==> src/rtl/glitc_trigger_scaler_bank.sv <==
// glitc_trigger_scaler_bank
//   Multi-channel trigger scaler bank. Each channel has a saturating
//   WIDTH-bit event counter with a sticky saturation flag. A one-cycle
//   update strobe copies every counter and flag into a storage bank and
//   restarts counting in the same cycle. The restarted counter includes that
//   cycle's event, so no event is dropped or counted twice at the boundary.
//   Stored values are read back by channel address with one cycle of latency.
//
// Ports
//   clk_i          system clock, rising edge
//   rst_n_i        synchronous reset, active low
//   trigger_i      per-channel trigger level
//   update_i       snapshot-and-restart strobe (one cycle per request)
//   rd_req_i       read request
//   rd_addr_i      channel to read
//   rd_data_o      stored count of the addressed channel
//   rd_sat_o       stored saturation flag of the addressed channel
//   rd_valid_o     rd_data_o / rd_sat_o valid
//   update_done_o  one-cycle pulse in the cycle after a snapshot

module glitc_trigger_scaler_bank #(
  parameter  int NUM_CHANNELS = 8,
  parameter  int WIDTH        = 24,
  parameter  int EDGE_MODE    = 0,
  localparam int ADDR_W       = (NUM_CHANNELS > 1) ? $clog2(NUM_CHANNELS) : 1
) (
  input  logic                    clk_i,
  input  logic                    rst_n_i,
  input  logic [NUM_CHANNELS-1:0] trigger_i,
  input  logic                    update_i,
  input  logic                    rd_req_i,
  input  logic [ADDR_W-1:0]       rd_addr_i,
  output logic [WIDTH-1:0]        rd_data_o,
  output logic                    rd_sat_o,
  output logic                    rd_valid_o,
  output logic                    update_done_o
);

  localparam logic             EDGE    = (EDGE_MODE != 0);
  localparam logic [WIDTH-1:0] CNT_MAX = {WIDTH{1'b1}};

  logic [WIDTH-1:0]        cnt_q       [NUM_CHANNELS];
  logic [WIDTH-1:0]        cnt_d       [NUM_CHANNELS];
  logic [WIDTH-1:0]        store_q     [NUM_CHANNELS];
  logic [WIDTH-1:0]        store_d     [NUM_CHANNELS];
  logic [NUM_CHANNELS-1:0] sat_q, sat_d;
  logic [NUM_CHANNELS-1:0] store_sat_q, store_sat_d;
  logic [NUM_CHANNELS-1:0] prev_q;
  logic [NUM_CHANNELS-1:0] event_w;

  logic [WIDTH-1:0] rd_data_q, rd_data_d;
  logic             rd_sat_q, rd_sat_d;
  logic             rd_valid_q, rd_valid_d;
  logic             update_done_q;

  // In level mode the history mask is all zeros, so the event is the raw
  // trigger. In edge mode a trigger already high right after reset is an
  // edge because the history resets to zero.
  assign event_w = trigger_i & ~(prev_q & {NUM_CHANNELS{EDGE}});

  always_comb begin
    sat_d       = sat_q;
    store_sat_d = store_sat_q;
    for (int ch = 0; ch < NUM_CHANNELS; ch++) begin
      cnt_d[ch]   = cnt_q[ch];
      store_d[ch] = store_q[ch];
      if (update_i) begin
        // Snapshot takes the pre-event value; this cycle's event opens the
        // new period.
        store_d[ch]     = cnt_q[ch];
        store_sat_d[ch] = sat_q[ch];
        cnt_d[ch]       = event_w[ch] ? WIDTH'(1) : '0;
        sat_d[ch]       = 1'b0;
      end else if (event_w[ch]) begin
        if (cnt_q[ch] == CNT_MAX) begin
          sat_d[ch] = 1'b1;
        end else begin
          cnt_d[ch] = cnt_q[ch] + WIDTH'(1);
        end
      end
    end
  end

  // Address decode by compare, so out-of-range addresses fall through to 0.
  always_comb begin
    rd_data_d  = rd_data_q;
    rd_sat_d   = rd_sat_q;
    rd_valid_d = rd_req_i;
    if (rd_req_i) begin
      rd_data_d = '0;
      rd_sat_d  = 1'b0;
      for (int ch = 0; ch < NUM_CHANNELS; ch++) begin
        if (rd_addr_i == ADDR_W'(ch)) begin
          rd_data_d = store_q[ch];
          rd_sat_d  = store_sat_q[ch];
        end
      end
    end
  end

  always_ff @(posedge clk_i) begin
    if (!rst_n_i) begin
      for (int ch = 0; ch < NUM_CHANNELS; ch++) begin
        cnt_q[ch]   <= '0;
        store_q[ch] <= '0;
      end
      sat_q         <= '0;
      store_sat_q   <= '0;
      prev_q        <= '0;
      rd_data_q     <= '0;
      rd_sat_q      <= 1'b0;
      rd_valid_q    <= 1'b0;
      update_done_q <= 1'b0;
    end else begin
      for (int ch = 0; ch < NUM_CHANNELS; ch++) begin
        cnt_q[ch]   <= cnt_d[ch];
        store_q[ch] <= store_d[ch];
      end
      sat_q         <= sat_d;
      store_sat_q   <= store_sat_d;
      prev_q        <= trigger_i;
      rd_data_q     <= rd_data_d;
      rd_sat_q      <= rd_sat_d;
      rd_valid_q    <= rd_valid_d;
      update_done_q <= update_i;
    end
  end

  assign rd_data_o     = rd_data_q;
  assign rd_sat_o      = rd_sat_q;
  assign rd_valid_o    = rd_valid_q;
  assign update_done_o = update_done_q;

endmodule

==> config.mk <==
export PLATFORM = sky130hd
export DESIGN_NAME = glitc_trigger_scaler_bank
export DESIGN_NICKNAME = d
export VERILOG_FILES = /design/src/rtl/glitc_trigger_scaler_bank.sv
export SDC_FILE = /design/constraint.sdc
export NUM_CORES = 1
export LEC_CHECK = 0
export ABC_AREA = 1
export CORE_MARGIN = 2
export CORE_UTILIZATION = 50
export CTS_CLUSTER_SIZE = 16
export DETAILED_ROUTE_END_ITERATION = 8
export PLACE_DENSITY = 0.76
export SLEW_MARGIN = 10
export SYNTH_ARGS = -nofsm -noshare
export SYNTH_HDL_FRONTEND = slang
export SYNTH_SLANG_ARGS = --single-unit
export TNS_END_PERCENT = 5
==> constraint.sdc <==
create_clock -name clk_i -period 2.75 [get_ports clk_i]
set_input_delay 0.4125 -clock clk_i [delete_from_list [all_inputs] [get_ports clk_i]]
set_output_delay 0.4125 -clock clk_i [all_outputs]
set_load 0.05 [all_outputs]
[After elaboration in Yosys (flattened, before gate mapping)]
Memory sizes are Yosys's and may differ from the RTL's.
Index checks and enable logic that the tools add are counted.
Cells by class
  reductions and logical operators: 10
  muxes and demuxes: 74
  bitwise operators: 17
  eq/ne operators: 15
  add/subtract/negate cells: 8
Operators with widths (count)
  24-bit two-way mux: 56
  24-bit by 1-bit adder with 24-bit output, second input constant: 8
  24-bit == test, second input constant: 8
  1-bit two-way mux: 18
  1-bit bitwise OR: 16
  2-bit AND reduction: 8
  3-bit == test, second input constant: 4
  3-bit by 2-bit == test with 1-bit output, second input constant: 2
  3-bit by 1-bit == test with 1-bit output, second input constant: 1
  3-bit zero test: 1
  2-bit OR reduction: 1
  1-bit inverter: 1
Word-level totals
  bits in writable memories: 384
  memories: 2
  input port bits: 15
  output and inout port bits: 27
  logic and storage cells: 139
  flip-flop bits (word level): 43
Memory list
  cnt_q: depth 8, bits a word 24, rd ports 8, clocked after Yosys merged registers in 0, write ports 8, line 42  | logic [WIDTH-1:0] cnt_q [NUM_CHANNELS];
  store_q: depth 8, bits a word 24, rd ports 8, clocked after Yosys merged registers in 0, write ports 8, line 44  | logic [WIDTH-1:0] store_q [NUM_CHANNELS];

[Depth between registers and ports, before layout]
Gate-level depths: netlist of run 1.
  depth in word-level cells: 9
  mapped depth: 12
  depth with buffers taken out: 11

[Least setup slack after synthesis of run 1]
No wires, ideal clock.
  path kind: flip-flop to flip-flop
  start: memory cnt_q[5][0], in the netlist cnt_q[1][24]
  end: memory cnt_q[5][14], in the netlist cnt_q[1][38]
  path buffers: 1
  period minus slack after synthesis: 1.784 ns
  data arrival time: 1.652 ns
  required time: 2.618 ns
  path slack: 0.966 ns
  library setup time: 0.132 ns
  cell stages (with the launch flop): 12
  cell sequence: dfxtp_1 ha_1 nand2_2 nor2_4 nand2_2 nor2_4 nand3_2 nand2_4 inv_2 buf_2 nand2_1 a21oi_1
RTL lines (line)
  from (decl): 42

==> results_dict.tcl, run 1 <==
set metrics [dict create \
    cts_hold_buf 0 \
    drt_pass1_iterations 6 \
    timing.slew.headroom_pct 42.7 \
    synth-seq-area-share_pct 40.9 \
    cellLeakagePower_nw 7.93 \
    drt_wl_total_um 64900 \
    wire_per_inst_um 17.6 \
    setup_tns_ns 0 \
    whs_path_depth 2 \
    final_nets 3144 \
    dp_hpwl_um 47300 \
    post-cts-setup-buffers 0 \
    outcome "finished clean" \
    vias_per_cell 5.52 \
    cts_sinks 427 \
    hold_class "reg -> reg" \
    place_ws_ns 0.345 \
    tightest_slew_ns 0.857 \
    die_area_um2 43500 \
    drtIter0Drc 1806 \
    syn_to_final_growth_pct 12.0 \
    timing.fmax_ghz 0.426 \
    yosysWarningCount 0 \
    gp_congestion 0.958 \
    synth_edf_count 0 \
    hold_end "sat_q[3]$_SDFFE_PP0P_" \
    required_ns 3.27 \
    cts_resized 0 \
    min_from "sat_q[3]$_SDFFE_PP0P_" \
    num-fill-cells 3954 \
    crit_fanout 21 \
    crit_path_end_kind "flop" \
    overflow 0 \
    synth_seq_cells 427 \
    maxSlewViolCount 0 \
    timing.rr.end "cnt_q[1][0]$_SDFFE_PN0P_" \
    core.rowCount 74 \
    drive_above_1_share_pct 6.34 \
    mostFrequentLayoutCells "nand2_1, dfxtp_1, nor2_1" \
    rsz0062_at_grt "no" \
    crit_start "cnt_q[1][0]$_SDFFE_PN0P_" \
    peakVddDrop_uv 401 \
    clock_skew_ns 0.0180 \
    portBuffers 41 \
    netlist_area_um2 20900 \
    setup_ws_ns 0.401 \
    crit_path_start_kind "flop" \
    reg2regPathDepth 11 \
    htreeDepth 2 \
    hold_viol_final 0 \
    insertion_delay_ns 0.59 \
    die_w_um 209 \
    io_pins 42 \
    fin_crit_ns 2.35 \
    post-route-period-util_pct 85.4 \
    synthCells 3129 \
    critical_path_class "reg -> reg" \
    grt_pass1_vias 18372 \
    die_y_um 209 \
    grt_first_pass_wirelength_um 103000 \
    dr_total_vias 20357 \
    cts.clk_slew.worst_paths_ns 0.06 \
    diodes 0 \
    cp_data_arrival_time_ns 2.87 \
    reg2reg_from "cnt_q[1][0]$_SDFFE_PN0P_" \
    start_util_pct 51.0 \
    setup_violations 0 \
    ys_dominant_reg_cell "dfxtp_1" \
    r2r_slack_ns 0.40 \
    p_total_mw 13.8 \
    postSynthAreaPerCell_um2 6.68 \
    pwr_density_cell_nw_per_um2 591 \
    track_usage_pct 29.6 \
    cts_buffers 47 \
    drc_errors 0 \
    detail-route-antenna-nets 0 \
    grt_max_degree 75 \
    layout_commonest_cell "nand2_1" \
    cts_tree "done" \
    cts_root_buffer "clkbuf_16" \
    maxCapViolCount 0 \
    synth_nets 3152 \
    antenna_found_initial 0 \
    synth.distinct_cells 36 \
    ys_async_sr_fraction_pct 0 \
    clockBufferDepth 3 \
    core_um2 41000 \
]
==> layer usage <==
metal | global-route usage [%] | vias up | part of all wire (%)
met5 | 0 | - | 0
met4 | 11.5 | 0 | 3.5
met3 | 3.58 | 115 | 6.7
met2 | 44.7 | 778 | 43
met1 | 43.0 | 9446 | 47
li1 | - | 10018 | -
==> sequential cells by signal, summed over array words and instances (netlist names) <==
name,count
store_sat_q,8
rd_valid_o,1
update_done_o,1
rd_sat_o,1
rd_data_o,24
sat_q,8
cnt_q,192
store_q,192
==> where the power goes <==
group / total (mW) / internal, mW / switching [mW]
logic: 0.650 / 0.164 / 0.486
clock network: 6.93 / 4.24 / 2.69
registers: 6.26 / 6.22 / 0.0396
total: 13.8 / 10.6 / 3.22
==> stage by stage <==
step / area, um^2 / util [%] / instances / hold WS (ns)
detailed placement: 21700 / 53.0 / 3604 / 0.446
floorplan: 20900 / - / 3129 / 0.419
global route: 23400 / 57.1 / 3689 / 0.475
finish: 23400 / 57.1 / 3689 / 0.451
global placement: 21700 / 53.0 / 3604 / 0.438
CTS: 23400 / 57.1 / 3689 / 0.457
==> cells in the mapped netlist, types with 6 or more instances <==
cell / n / share of area [%]
a21oi_2: 11 / 0.46
buf_6: 16 / 0.86
a22o_1: 28 / 1.2
o21ai_0: 161 / 3.9
nor3_1: 24 / 0.57
buf_1: 6 / 0.11
ha_1: 8 / 0.48
nand3_1: 140 / 3.4
o22ai_1: 35 / 1.0
buf_2: 30 / 0.72
nand4_1: 84 / 2.5
inv_1: 247 / 4.4
dfxtp_1: 427 / 41
xor2_1: 96 / 4.0
clkbuf_1: 79 / 1.4
nor2_1: 330 / 5.9
nand2_1: 1073 / 19
inv_2: 13 / 0.23
a21oi_1: 253 / 6.1
nand2_2: 22 / 0.66
nor2_2: 11 / 0.33
==> logic make-up after synthesis <==
group           count (synthesis)  share of synthesized area (%)
simple gates                 1708                           33.8
compound gates                492                           12.8
flops                         427                           40.9
buf+inv                       396                           7.95
xor+xnor                       98                           4.10
fa+ha+maj                       8                          0.479
==> critical path: stages (launching register included) <==
cell and delay, ns:
dfxtp_1 0.45, ha_1 0.26, inv_2 0.08, nor2_2 0.19, nand2_1 0.13, nor2_2 0.19, nand2_1 0.09, nand2_2 0.30
inv_2 0.27, nand2_1 0.13, nand2_1 0.08, a21oi_2 0.12
==> cell type report <==
cell class | instances | area (um^2) | share of cell area [%]
clock buffer | 58 | 1310 | 5.59
clock inverter | 27 | 389 | 1.66
inverter | 260 | 981 | 4.19
multi-input combinational | 2306 | 10700 | 45.8
sequential | 427 | 8550 | 36.5
tap | 532 | 666 | 2.84
timing repair buffer | 79 | 808 | 3.45
==> worst max path at each step <==
| stage | slack (ns) | end |
|---|---|---|
| floorplan | 0.97 | cnt_q[1][38]$_SDFFE_PP0P_ |
| global placement | 0.40 | rd_data_o[20]$_SDFFE_PN0P_ |
| detailed placement | 0.35 | rd_data_o[6]$_SDFFE_PN0P_ |
| CTS | 0.42 | cnt_q[1][0]$_SDFFE_PN0P_ |
| global route | 0.19 | cnt_q[1][0]$_SDFFE_PN0P_ |
| finish | 0.40 | cnt_q[1][0]$_SDFFE_PN0P_ |
Note: power is estimated with default switching activity, not from simulation.
==> run 2, diff against run 1 <==
--- a/config.mk
+++ b/config.mk
@@ -10,6 +10,7 @@
 export CORE_UTILIZATION = 50
 export CTS_CLUSTER_SIZE = 16
 export DETAILED_ROUTE_END_ITERATION = 8
+export MAX_ROUTING_LAYER = met4
 export PLACE_DENSITY = 0.76
 export SLEW_MARGIN = 10
 export SYNTH_ARGS = -nofsm -noshare
==> results_dict.tcl, run 2 (synthesized netlist as in run 1, its figures left out) <==
set metrics [dict create \
    outcome "finished clean" \
    path_cells "ha_1 > nand2_2 > nor2_4 > nand2_1 > nor2_2 > nand2_1 > nand2_2 > inv_2 > nand3_1 > nand2_1 > a21oi_1" \
    dr_total_vias 20130 \
    pwr_density_cell_nw_per_um2 585 \
    rsz0062_at_grt "no" \
    required_ns 3.24 \
    post-route-period-util_pct 84.2 \
    critical_path_class "reg -> reg" \
    timing.rr.end "cnt_q[0][74]$_SDFFE_PP0P_" \
    core.rowCount 74 \
    track_usage_pct 30.5 \
    die_w_um 209 \
    tightest_slew_ns 0.747 \
    crit_family "simple AND/OR/NAND/NOR gates" \
    drtIter0Drc 1980 \
    diodes 0 \
    antenna_found_initial 0 \
    die_area_um2 43500 \
    regArea_um2 8550 \
    drc_errors 0 \
    multiInputGateArea_um2 10700 \
    die_y_um 209 \
    timing.hold.ws_ns 0.451 \
    num-fill-cells 3978 \
    io_pins 42 \
    start_util_pct 51.0 \
    insertion_delay_ns 0.58 \
    cts_sinks 427 \
    fin_crit_ns 2.32 \
    hold_class "reg -> reg" \
    overflow 0 \
    core_um2 41000 \
    crit_path_end_kind "flop" \
    reg2regPathDepth 11 \
    crit_start "cnt_q[0][72]$_SDFFE_PN0P_" \
    cellLeakagePower_nw 7.94 \
    dp_hpwl_um 47500 \
    clockBufferDepth 3 \
    grt_max_degree 102 \
    cts_hold_buf 0 \
    cts_root_buffer "clkbuf_16" \
    detail-route-antenna-nets 0 \
    timing.slew.headroom_pct 50.1 \
    drive_above_1_share_pct 6.45 \
    syn_to_final_growth_pct 12.0 \
    crit_path_start_kind "flop" \
    r2r_slack_ns 0.43 \
    wire_per_inst_um 17.6 \
    hold_viol_final 0 \
    peakVddDrop_uv 387 \
    cts_resized 0 \
    drt_pass1_iterations 6 \
    vias_per_cell 5.45 \
    drt_wl_total_um 65000 \
    whs_path_depth 2 \
    mostFrequentLayoutCells "nand2_1, dfxtp_1, nor2_1" \
    reg2reg_from "cnt_q[0][72]$_SDFFE_PN0P_" \
    cts_buffers 48 \
    cp_data_arrival_time_ns 2.81 \
    critPathBufInv 1 \
    critPathSlowestCell "dfxtp_1" \
    maxSlewViolCount 0 \
    layout_commonest_cell "nand2_1" \
    setup_violations 0 \
    critPathCapture "cnt_q[0][74]$_SDFFE_PP0P_" \
    cts_tree "done" \
    timing.fmax_ghz 0.432 \
    cp_num_cells 11 \
    setup_tns_ns 0 \
    grt_pass1_vias 18252 \
    crit_fanout 24 \
    clock_skew_ns 0.0156 \
    final_nets 3146 \
    cts.clk_slew.worst_paths_ns 0.06 \
    crit_top_cell "nand2_1" \
    final_core_util_pct 57.1 \
    post-cts-setup-buffers 0 \
    grt_first_pass_wirelength_um 103000 \
    cp_slowest_stage_delay_ns 0.38 \
    gp_congestion 0.961 \
    maxCapViolCount 0 \
    portBuffers 41 \
    htreeDepth 2 \
]
[run 2: stage by stage]
stage / total power, mW / worst slack [ns] / cell area, um^2 / instances
6_report: 13.7 / 0.434 / 23400 / 3693
5_1_grt: 14.1 / 0.217 / 23400 / 3693
3_3_place_gp: 7.03 / 0.267 / 21700 / 3605
3_5_place_dp: 7.04 / 0.284 / 21700 / 3605
2_1_floorplan: 6.82 / 0.966 / 20900 / 3129
4_1_cts: 13.8 / 0.422 / 23400 / 3693
[run 2: power breakdown]
| group | switching, mW | internal [mW] | total, mW |
|---|---|---|---|
| clock | 2.69 | 4.08 | 6.78 |
| sequential | 0.0395 | 6.22 | 6.26 |
| combinational | 0.484 | 0.164 | 0.648 |
| total | 3.22 | 10.5 | 13.7 |
[run 2: how the worst min path moves through the flow]
stage | to | start | slack (ns)
final | sat_q[3]$_SDFFE_PP0P_ | sat_q[3]$_SDFFE_PP0P_ | 0.45
after global placement | sat_q[1]$_SDFFE_PP0P_ | sat_q[1]$_SDFFE_PP0P_ | 0.44
after global routing | sat_q[3]$_SDFFE_PP0P_ | sat_q[3]$_SDFFE_PP0P_ | 0.46
after floorplan | store_q[1][51]$_SDFFE_PN0P_ | store_q[1][51]$_SDFFE_PN0P_ | 0.42
after detailed placement | sat_q[3]$_SDFFE_PP0P_ | sat_q[3]$_SDFFE_PP0P_ | 0.44
after CTS | sat_q[3]$_SDFFE_PP0P_ | sat_q[3]$_SDFFE_PP0P_ | 0.45
[run 2: cell type report]
class,count,share of cell area [%]
Multi-Input combinational cell,2306,45.8
Sequential cell,427,36.5
Clock buffer,66,6.06
Inverter,260,4.19
Timing Repair Buffer,80,3.48
Tap cell,532,2.84
Clock inverter,22,1.12
[run 2: layer usage]
| metal | track usage [%] | vias to the layer above | share of wire, % | routed length, um |
|---|---|---|---|---|
| met5 | - | - | 0 | 0 |
| met4 | 9.50 | 0 | 3.0 | 1950 |
| met3 | 3.11 | 115 | 6.2 | 4030 |
| met2 | 45.2 | 605 | 44 | 28300 |
| met1 | 43.8 | 9379 | 47 | 30700 |
| li1 | - | 10031 | - | - |
[run 2: worst min-delay path, stage by stage, from the launching register on]
cell and delay (ns):
dfxtp_1 0.29, inv_1 0.05, a21oi_1 0.06
